[config.mk]
export PLATFORM = sky130hd
export DESIGN_NAME = fifo_rd_burst_drainer
export DESIGN_NICKNAME = d
export VERILOG_FILES = /design/src/rtl/fifo_rd_burst_drainer.sv
export SDC_FILE = /design/constraint.sdc
export NUM_CORES = 1
export LEC_CHECK = 0
export CORE_ASPECT_RATIO = 2
export CORE_MARGIN = 2
export CORE_UTILIZATION = 45
export CTS_CLUSTER_DIAMETER = 200
export DETAILED_ROUTE_END_ITERATION = 7
export PLACE_DENSITY = 0.83
export SETUP_SLACK_MARGIN = 0.15
export SLEW_MARGIN = 20
export SYNTH_ARGS = -nofsm -noshare
export SYNTH_HDL_FRONTEND = slang
export SYNTH_SLANG_ARGS = --single-unit
[constraint.sdc]
create_clock -name clk_r -period 3.9 [get_ports clk_r]
set_input_delay 0.585 -clock clk_r [delete_from_list [all_inputs] [get_ports clk_r]]
set_output_delay 0.585 -clock clk_r [all_outputs]
set_load 0.02 [all_outputs]
[src/rtl/fifo_rd_burst_drainer.sv]
// Read-side burst drainer: pops burst_len words from the async FIFO and streams them out
// through a 3-entry buffer. Define RD_STATS_EN to compile in the stat_words/stat_starve counters.
module fifo_rd_burst_drainer #(
   parameter  int width = 32,
   parameter  int depth = 1024,
   localparam int LEN_W = $clog2(depth) + 1
) (
   input  logic             clk_r,
   input  logic             reset_r,
   input  logic             start,
   input  logic [LEN_W-1:0] burst_len,
   input  logic             abort,
   input  logic [width-1:0] rdata,
   input  logic             empty,
   output logic             red_enable,
   output logic [width-1:0] m_data,
   output logic             m_valid,
   input  logic             m_ready,
   output logic             m_last,
   output logic             busy,
   output logic             done,
   output logic [31:0]      stat_words,
   output logic [31:0]      stat_starve
);

   typedef enum logic [1:0] {
      ST_IDLE  = 2'd0,
      ST_RUN   = 2'd1,
      ST_DRAIN = 2'd2
   } state_e;

   localparam logic [LEN_W-1:0] LEN_ONE = LEN_W'(1);

   logic [1:0]       rst_sync_q, rst_sync_d;
   logic             rst_n;

   state_e           state_q, state_d;
   logic [LEN_W-1:0] remaining_q, remaining_d;
   logic             done_q, done_d;
   logic             inflight_q, inflight_d;
   logic             inflight_last_q, inflight_last_d;
   logic [1:0]       occ_q, occ_d;
   logic [width-1:0] buf_data_q [3];
   logic [width-1:0] buf_data_d [3];
   logic [2:0]       buf_last_q, buf_last_d;
   logic [1:0]       wr_idx;

   logic             abort_hit;
   logic             pop;
   logic             push;

   // Reset asserts immediately and releases two clk_r edges after reset_r rises.
   always_comb rst_sync_d = {rst_sync_q[0], 1'b1};

   always_ff @(posedge clk_r or negedge reset_r) begin
      if (!reset_r) rst_sync_q <= 2'b00;
      else          rst_sync_q <= rst_sync_d;
   end

   assign rst_n = rst_sync_q[1];

   // Downstream handshake: a word transfers on a cycle with m_valid & m_ready; while
   // m_valid is high and m_ready low, m_data/m_last/m_valid stay unchanged.
   // abort outranks a transfer on the same cycle, so that word is dropped, not delivered.
   assign abort_hit = abort & (state_q != ST_IDLE);
   assign pop       = m_valid & m_ready & ~abort_hit;
   assign push      = inflight_q & ~abort_hit;

   // FSM state register
   always_ff @(posedge clk_r or negedge rst_n) begin
      if (!rst_n) begin
         state_q     <= ST_IDLE;
         remaining_q <= '0;
         done_q      <= 1'b0;
      end else begin
         state_q     <= state_d;
         remaining_q <= remaining_d;
         done_q      <= done_d;
      end
   end

   // FSM next state
   always_comb begin
      state_d     = state_q;
      remaining_d = remaining_q;
      done_d      = 1'b0;
      case (state_q)
         ST_IDLE: begin
            if (start) begin
               if (burst_len != '0) begin
                  state_d     = ST_RUN;
                  remaining_d = burst_len;
               end else begin
                  done_d = 1'b1;
               end
            end
         end
         ST_RUN: begin
            if (abort) begin
               state_d     = ST_IDLE;
               remaining_d = '0;
               done_d      = 1'b1;
            end else if (red_enable) begin
               remaining_d = remaining_q - LEN_ONE;
               if (remaining_q == LEN_ONE) state_d = ST_DRAIN;
            end
         end
         ST_DRAIN: begin
            // Leave on the edge that empties the pipeline so done and !busy line up.
            if (abort || (occ_d == 2'd0 && !inflight_d)) begin
               state_d     = ST_IDLE;
               remaining_d = '0;
               done_d      = 1'b1;
            end
         end
         default: begin
            state_d     = ST_IDLE;
            remaining_d = '0;
         end
      endcase
   end

   // FSM outputs; red_enable depends only on registered state and the FIFO flag.
   always_comb begin
      busy       = (state_q != ST_IDLE);
      red_enable = (state_q == ST_RUN) && !empty && (remaining_q != '0) &&
                   (({1'b0, occ_q} + {2'b00, inflight_q}) < 3'd3);
      m_valid    = (occ_q != 2'd0);
      m_data     = buf_data_q[0];
      m_last     = m_valid & buf_last_q[0];
      done       = done_q;
   end

   // Read pipeline and output buffer; entry 0 is always the head.
   always_comb begin
      inflight_d      = red_enable & ~abort_hit;
      inflight_last_d = red_enable & ~abort_hit & (remaining_q == LEN_ONE);
      buf_data_d      = buf_data_q;
      buf_last_d      = buf_last_q;
      occ_d           = occ_q;
      wr_idx          = occ_q;
      if (abort_hit) begin
         occ_d = 2'd0;
      end else begin
         if (pop) begin
            buf_data_d[0] = buf_data_q[1];
            buf_data_d[1] = buf_data_q[2];
            buf_last_d    = {1'b0, buf_last_q[2:1]};
            wr_idx        = occ_q - 2'd1;
         end
         if (push) begin
            for (int i = 0; i < 3; i++) begin
               if (wr_idx == 2'(i)) begin
                  buf_data_d[i] = rdata;
                  buf_last_d[i] = inflight_last_q;
               end
            end
         end
         case ({push, pop})
            2'b10:   occ_d = occ_q + 2'd1;
            2'b01:   occ_d = occ_q - 2'd1;
            default: occ_d = occ_q;
         endcase
      end
   end

   always_ff @(posedge clk_r or negedge rst_n) begin
      if (!rst_n) begin
         inflight_q      <= 1'b0;
         inflight_last_q <= 1'b0;
         occ_q           <= 2'd0;
         buf_last_q      <= 3'b000;
         for (int i = 0; i < 3; i++) buf_data_q[i] <= '0;
      end else begin
         inflight_q      <= inflight_d;
         inflight_last_q <= inflight_last_d;
         occ_q           <= occ_d;
         buf_last_q      <= buf_last_d;
         for (int i = 0; i < 3; i++) buf_data_q[i] <= buf_data_d[i];
      end
   end

`ifdef RD_STATS_EN
   logic [31:0] stat_words_q, stat_words_d;
   logic [31:0] stat_starve_q, stat_starve_d;

   always_comb begin
      stat_words_d  = stat_words_q + (pop ? 32'd1 : 32'd0);
      stat_starve_d = stat_starve_q +
                      (((state_q == ST_RUN) && empty && (remaining_q != '0)) ? 32'd1 : 32'd0);
   end

   always_ff @(posedge clk_r or negedge rst_n) begin
      if (!rst_n) begin
         stat_words_q  <= 32'd0;
         stat_starve_q <= 32'd0;
      end else begin
         stat_words_q  <= stat_words_d;
         stat_starve_q <= stat_starve_d;
      end
   end

   assign stat_words  = stat_words_q;
   assign stat_starve = stat_starve_q;
`else
   assign stat_words  = 32'd0;
   assign stat_starve = 32'd0;
`endif

endmodule

==> results.json, run 1 <==
{
  "power_per_cell_area_nw_per_um2": 862,
  "hold_violations": 0,
  "portBuffers": 85,
  "cts-root-buf": "clkbuf_16",
  "placed_area_um2": 6760,
  "rows": 60,
  "route.vias.total": 4327,
  "place_hpwl_um": 9880,
  "synthArstFlopShare": 1.00,
  "start_util": 0.461,
  "drtAntennaViolNets": 0,
  "yosysWarnings": 0,
  "final_layout_size_suffix_gt1_frac": 0.197,
  "grt_use_total": 0.198,
  "maxCapViolations": 0,
  "avgSynthCellArea_um2": 11.3,
  "slew_violations": 0,
  "synth_top_cell_by_area": "dfrtp_1",
  "n_antenna_cell": 0,
  "hold_path_class": "input port to async pin",
  "critPathMostFrequentCell": "ha_1",
  "synth_edf_count": 0,
  "ir_drop_v": 0.000387,
  "p_leak_nw": 3.13,
  "max_clock_freq_ghz": 0.279,
  "critPathCaptureType": "output pin",
  "cp.arrival_ns": 3.01,
  "final_cell_mix": "dfrtp_1, clkdlybuf4s50_1, conb_1, o22a_1",
  "antenna_found_initial": 0,
  "finalClockSkew_ns": 0.00935,
  "cts.sinks": 119,
  "synth_top_area_share": 0.481,
  "synth_ff_type": "dfrtp_1",
  "gp_congestion": 0.852,
  "start_kind": "flop",
  "run_status": "complete, no violations",
  "core-area_um2": 13400,
  "setup_ws_ns": 0.309,
  "mostFrequentLayoutCell": "dfrtp_1",
  "fin_total_pwr_mw": 6.37,
  "rr_startpoint": "occ_q[1]",
  "reg2reg_to": "remaining_q[10]",
  "nets": 658,
  "crit_required_ns": 3.31,
  "dp_slack_ns": 0.103,
  "syn_to_final_growth_pct": 19.3,
  "synth_cell_type_count": 52,
  "netlist_area_um2": 6190,
  "routed_wl_um": 14000,
  "finalSetupViolations": 0,
  "cpPeakStageDelay_ns": 0.66,
  "die-area_um2": 14800,
  "finalCriticalPeriod_ns": 3.59,
  "dr.first_iter.drc_count": 263,
  "ys_seq_elements": 119,
  "route.detailed.drc": 0,
  "worst_slew_pin_slew_ns": 0.979,
  "num_io_pins": 150,
  "dr.pass1.iters": 4,
  "grt-ovfl-total": 0,
  "critical_path_class": "flop to output pin",
  "cp_cell_sequence": "buf_4 -> ha_1 -> ha_1 -> a211oi_2 -> o21ai_0 -> nor3b_1 -> clkdlybuf4s50_1",
  "cts_resized": 1,
  "final.setup.tns_ns": 0,
  "ys_seq_area_frac": 0.481,
  "max_slew_margin": 0.345,
  "grt_pass1_vias": 4587,
  "post_cts_buffers": 0,
  "fp.dieW_um": 86.9,
  "h-tree-depth": 4,
  "yosys-top-cells-area": "dfrtp_1, buf_4, mux2_2",
  "crit_fanout": 9,
  "grt_first_pass_wirelength_um": 22700,
  "reg2regPathDepth": 11,
  "postSynthCellCount": 550,
  "wl_per_cell_um": 18.2,
  "cts_hold_buf": 0,
  "numCtsBuffers": 17,
  "grt_max_degree": 57,
  "fin_area_um2": 7390,
  "fin_crit_sh": 0.921,
  "clk_latency_ns": 0.41,
  "cts_buffer_depth": 2,
  "vias_per_cell": 5.63,
  "cts_tree": "yes",
  "rsz0062_at_grt": "no",
  "crit_slowest_cell": "clkdlybuf4s50_1",
  "clkTransAtPathRegs_ns": 0.05,
  "reg2reg_slack_ns": 0.34,
  "die_h_um": 170
}
sequential cells by signal, summed over array words and instances (netlist names):
register / count
buf_data_q: 64
buf_last_q: 3
inflight_last_q: 1
done: 1
remaining_q: 11
m_data: 32
rst_sync_q: 2
state_q: 2
inflight_q: 1
occ_q: 2
stage by stage:
step	hold slack, ns	cells	utilization
after floorplan	0.289	613	-
after global placement	0.338	738	0.503
after detailed placement	0.338	738	0.503
after CTS	0.319	769	0.550
after global routing	0.321	769	0.550
final	0.335	769	0.550
critical path, delay by kind of cell, from the launching register on:
kind	cells	cell delay, ns
adders and majority gates	2	0.48
DFF	1	0.38
AOI/OAI and AO/OA	2	0.58
buffers and inverters	2	0.84
and+or+nand+nor	1	0.31
how the worst max path moves through the flow:
stage / start / endpoint / slack, ns / cells after the start
5_1_grt: occ_q[0] / red_enable / 0.17 / 7
2_1_floorplan: rst_sync_q[1] / buf_data_q[0] / 0.34 / 0
6_report: occ_q[0] / red_enable / 0.31 / 7
4_1_cts: occ_q[0] / red_enable / 0.27 / 7
3_3_place_gp: abort / remaining_q[10] / 0.29 / 10
3_5_place_dp: abort / remaining_q[10] / 0.10 / 10
cells by family (layout without fill, tap and decap cells):
family / count (synthesis) / count (layout) / share of synthesized area
other: 2 / 65 / 0.00121
flip-flops: 119 / 119 / 0.481
AO/OA/AOI/OAI: 157 / 157 / 0.212
adder cells (fa/ha/maj): 7 / 7 / 0.0141
AND/OR/NAND/NOR: 88 / 88 / 0.0809
multiplexers: 34 / 34 / 0.0619
buffers and inverters: 143 / 144 / 0.149
power breakdown:
group          internal [mW]  total, mW  switching [mW]
Clock                   1.11       1.65           0.535
Sequential              1.83       2.20           0.371
Combinational           1.32       2.51            1.19
layout make-up:
type | count | area, µm²
Clock buffer | 23 | 478
Sequential cell | 119 | 2980
Inverter | 14 | 52.6
Fill cell | 1116 | 6050
Tap cell | 155 | 194
Timing Repair Buffer | 99 | 968
Multi-Input combinational cell | 351 | 2570
Clock inverter | 8 | 144
cell usage after synthesis (3+ instances only):
cell type	number
o21ai_0	11
ha_1	7
nand2_1	8
o221a_2	32
buf_4	97
o21a_1	34
dfrtp_1	119
o31ai_1	9
a211oi_1	3
clkbuf_1	17
nor4_1	3
nor2_1	19
nor3b_1	3
a22oi_1	3
o22a_1	34
inv_1	14
buf_2	11
a21oi_1	12
mux2_2	33
nor3_1	7
nand2b_1	32
buf_1	3
layer usage:
metal / track usage / wire length, µm / vias up
li1: - / - / 1938
met1: 0.196 / 4950 / 2183
met2: 0.365 / 7890 / 171
met3: 0.0412 / 656 / 35
met4: 0.116 / 517 / 0
met5: 0 / 0 / -
(Power assumes the default switching activity.)
==> run 2, diff against run 1 <==
Settings changed: ABC_AREA set to 1, PLACE_DENSITY 0.83 to 0.85.
Clock period 3.9 ns to 2.9 ns, I/O delays scaled along.
==> results.json, run 2 <==
{
  "synth_top_cell_by_area": "dfrtp_1",
  "synth_top_area_share": 0.455,
  "hold_path_class": "input port to async pin",
  "dr.pass1.iters": 4,
  "yosys-top-cells-area": "dfrtp_1, nand2_1, buf_4",
  "largest_reg_flops": 64,
  "max_slew_margin": 0.549,
  "fp.dieW_um": 89.3,
  "finalSetupViolations": 0,
  "start_kind": "flop",
  "netlist_area_um2": 6550,
  "finalCriticalPeriod_ns": 2.53,
  "nFillCells": 1356,
  "startpoint": "remaining_q[1]",
  "grt_max_degree": 70,
  "clk_latency_ns": 0.40,
  "crit_slowest_cell": "dfrtp_1",
  "hold_violations": 0,
  "worstSetupEndpoint": "red_enable",
  "reg2reg_to": "m_data[6]",
  "num_io_pins": 150,
  "cts_buffer_depth": 2,
  "rows": 62,
  "cts-root-buf": "clkbuf_16",
  "ys_seq_area_frac": 0.455,
  "synth_most_common_cell": "nand2_1",
  "final_cells": 1125,
  "die_h_um": 175,
  "worst_slew_pin_slew_ns": 0.677,
  "final.setup.tns_ns": 0,
  "crit_required_ns": 2.47,
  "reg2reg_slack_ns": 0.44,
  "rr_startpoint": "occ_q[0]",
  "nets": 979,
  "clkTransAtPathRegs_ns": 0.05,
  "run_status": "complete, no violations",
  "cts_hold_buf": 0,
  "dp_cells": 1096,
  "critical_path_class": "flop to output pin",
  "synth_cell_type_count": 29,
  "grt_use_total": 0.184,
  "regArea_um2": 2980,
  "avgSynthCellArea_um2": 7.48,
  "dr.first_iter.drc_count": 343,
  "mostFrequentLayoutCell": "nand2_1",
  "portBuffers": 85,
  "multi_input_comb_area_um2": 2680,
  "routed_wl_um": 13500,
  "max_clock_freq_ghz": 0.395,
  "synth_edf_count": 0,
  "n_antenna_cell": 0,
  "syn_to_final_growth_pct": 17.1,
  "maxCapViolations": 0,
  "cpPeakStageDelay_ns": 0.39,
  "final_layout_size_suffix_gt1_frac": 0.0643,
  "antenna_found_initial": 0,
  "rsz0062_at_grt": "no",
  "cts.sinks": 119,
  "drtAntennaViolNets": 0,
  "h-tree-depth": 4,
  "crit_fanout": 6,
  "synthArstFlopShare": 1.00,
  "critPathCaptureType": "output pin",
  "yosys-top-cells-count": "nand2_1, dfrtp_1, buf_4, nor2_1, a21oi_1",
  "core-area_um2": 14300,
  "synth_ff_type": "dfrtp_1",
  "start_util": 0.459,
  "final_cell_mix": "nand2_1, dfrtp_1, nor2_1, clkdlybuf4s50_1, a21oi_1",
  "reg2regPathDepth": 11,
  "wl_per_cell_um": 12.0,
  "route.vias.total": 5265,
  "grt_pass1_vias": 5191,
  "cts_tree": "yes",
  "yosysWarnings": 0,
  "die-area_um2": 15600,
  "place_hpwl_um": 9430,
  "numCtsBuffers": 17,
  "power_per_cell_area_nw_per_um2": 1050,
  "fin_crit_sh": 0.874,
  "vias_per_cell": 4.68,
  "slew_violations": 0,
  "cp.arrival_ns": 2.10,
  "ir_drop_v": 0.000504,
  "p_leak_nw": 3.99,
  "cp_cell_sequence": "inv_1 -> ha_1 -> nand2_1 -> nor2_2 -> nand2_1 -> nand2_2 -> inv_1 -> dlygate4sd2_1",
  "ys_seq_elements": 119,
  "postSynthCellCount": 876,
  "max_flop_register": "buf_data_q",
  "grt-ovfl-total": 0,
  "finalClockSkew_ns": 0.00649,
  "grt_first_pass_wirelength_um": 22600,
  "gp_congestion": 0.890,
  "route.detailed.drc": 0
}
==> run 2: critical path, delay by kind of cell, from the launching register on <==
| kind | cells | cell delay, ns |
|---|---|---|
| buffers and inverters | 3 | 0.52 |
| flip-flops | 1 | 0.39 |
| adder cells (fa/ha/maj) | 1 | 0.21 |
| AND/OR/NAND/NOR | 4 | 0.58 |
==> run 2: cell type report <==
type | instances | share of cell area
multi-input combinational | 622 | 0.349
inverter | 63 | 0.0308
timing repair buffer | 100 | 0.130
clock inverter | 7 | 0.00636
clock buffer | 22 | 0.0631
sequential | 119 | 0.389
tap | 192 | 0.0313
==> run 2: worst min path at each step <==
stage,start,end,depth (start not counted),slack (ns)
floorplan,reset_r,rst_sync_q[0],0,0.14
global placement,rst_sync_q[0],rst_sync_q[1],0,0.34
detailed placement,rst_sync_q[0],rst_sync_q[1],0,0.35
CTS,reset_r,rst_sync_q[1],1,0.18
global route,reset_r,rst_sync_q[1],1,0.18
finish,reset_r,rst_sync_q[1],1,0.19
==> run 2: cell families (layout without fill, tap and decap cells) <==
kind of cell | Yosys count | in the layout | synth area share
simple gates | 427 | 427 | 0.256
flops | 119 | 119 | 0.455
compound gates | 119 | 119 | 0.0928
buf+inv | 198 | 192 | 0.176
fa+ha+maj | 7 | 7 | 0.0134
other cells | 2 | 65 | 0.00115
xor+xnor | 4 | 4 | 0.00650
==> run 2: metrics by stage <==
stage               instance area [µm²]  hold slack (ns)  setup WS, ns  utilization  power [mW]
CTS                                7670            0.177         0.305        0.537        8.13
global route                       7670            0.180         0.221        0.537        8.72
finish                             7670            0.194         0.367        0.537        8.06
detailed placement                 7140            0.346         0.116        0.500        6.22
global placement                   7140            0.341         0.237        0.500        6.08
floorplan                          6790            0.139         0.306            -        5.48
==> run 2: timing repair <==
action | CTS | global route
endpoints found under the hold margin | 0 | 0
setup endpoints to repair | 1 | 11
resized for setup | 1 | 2
setup buffers | 0 | 0
==> run 2: power breakdown <==
group	total [mW]	internal, mW	leakage, nW	switching (mW)
sequential	2.84	2.40	1.51	0.437
combinational	3.35	1.38	2.23	1.97
clock	1.87	1.16	0.252	0.702
==> run 2: metal layers <==
layer	up-vias	GRT usage	wire length, µm
met3	37	0.0350	537
li1	2646	-	-
met5	-	0	0
met1	2411	0.189	5080
met2	171	0.336	7470
met4	0	0.0939	453
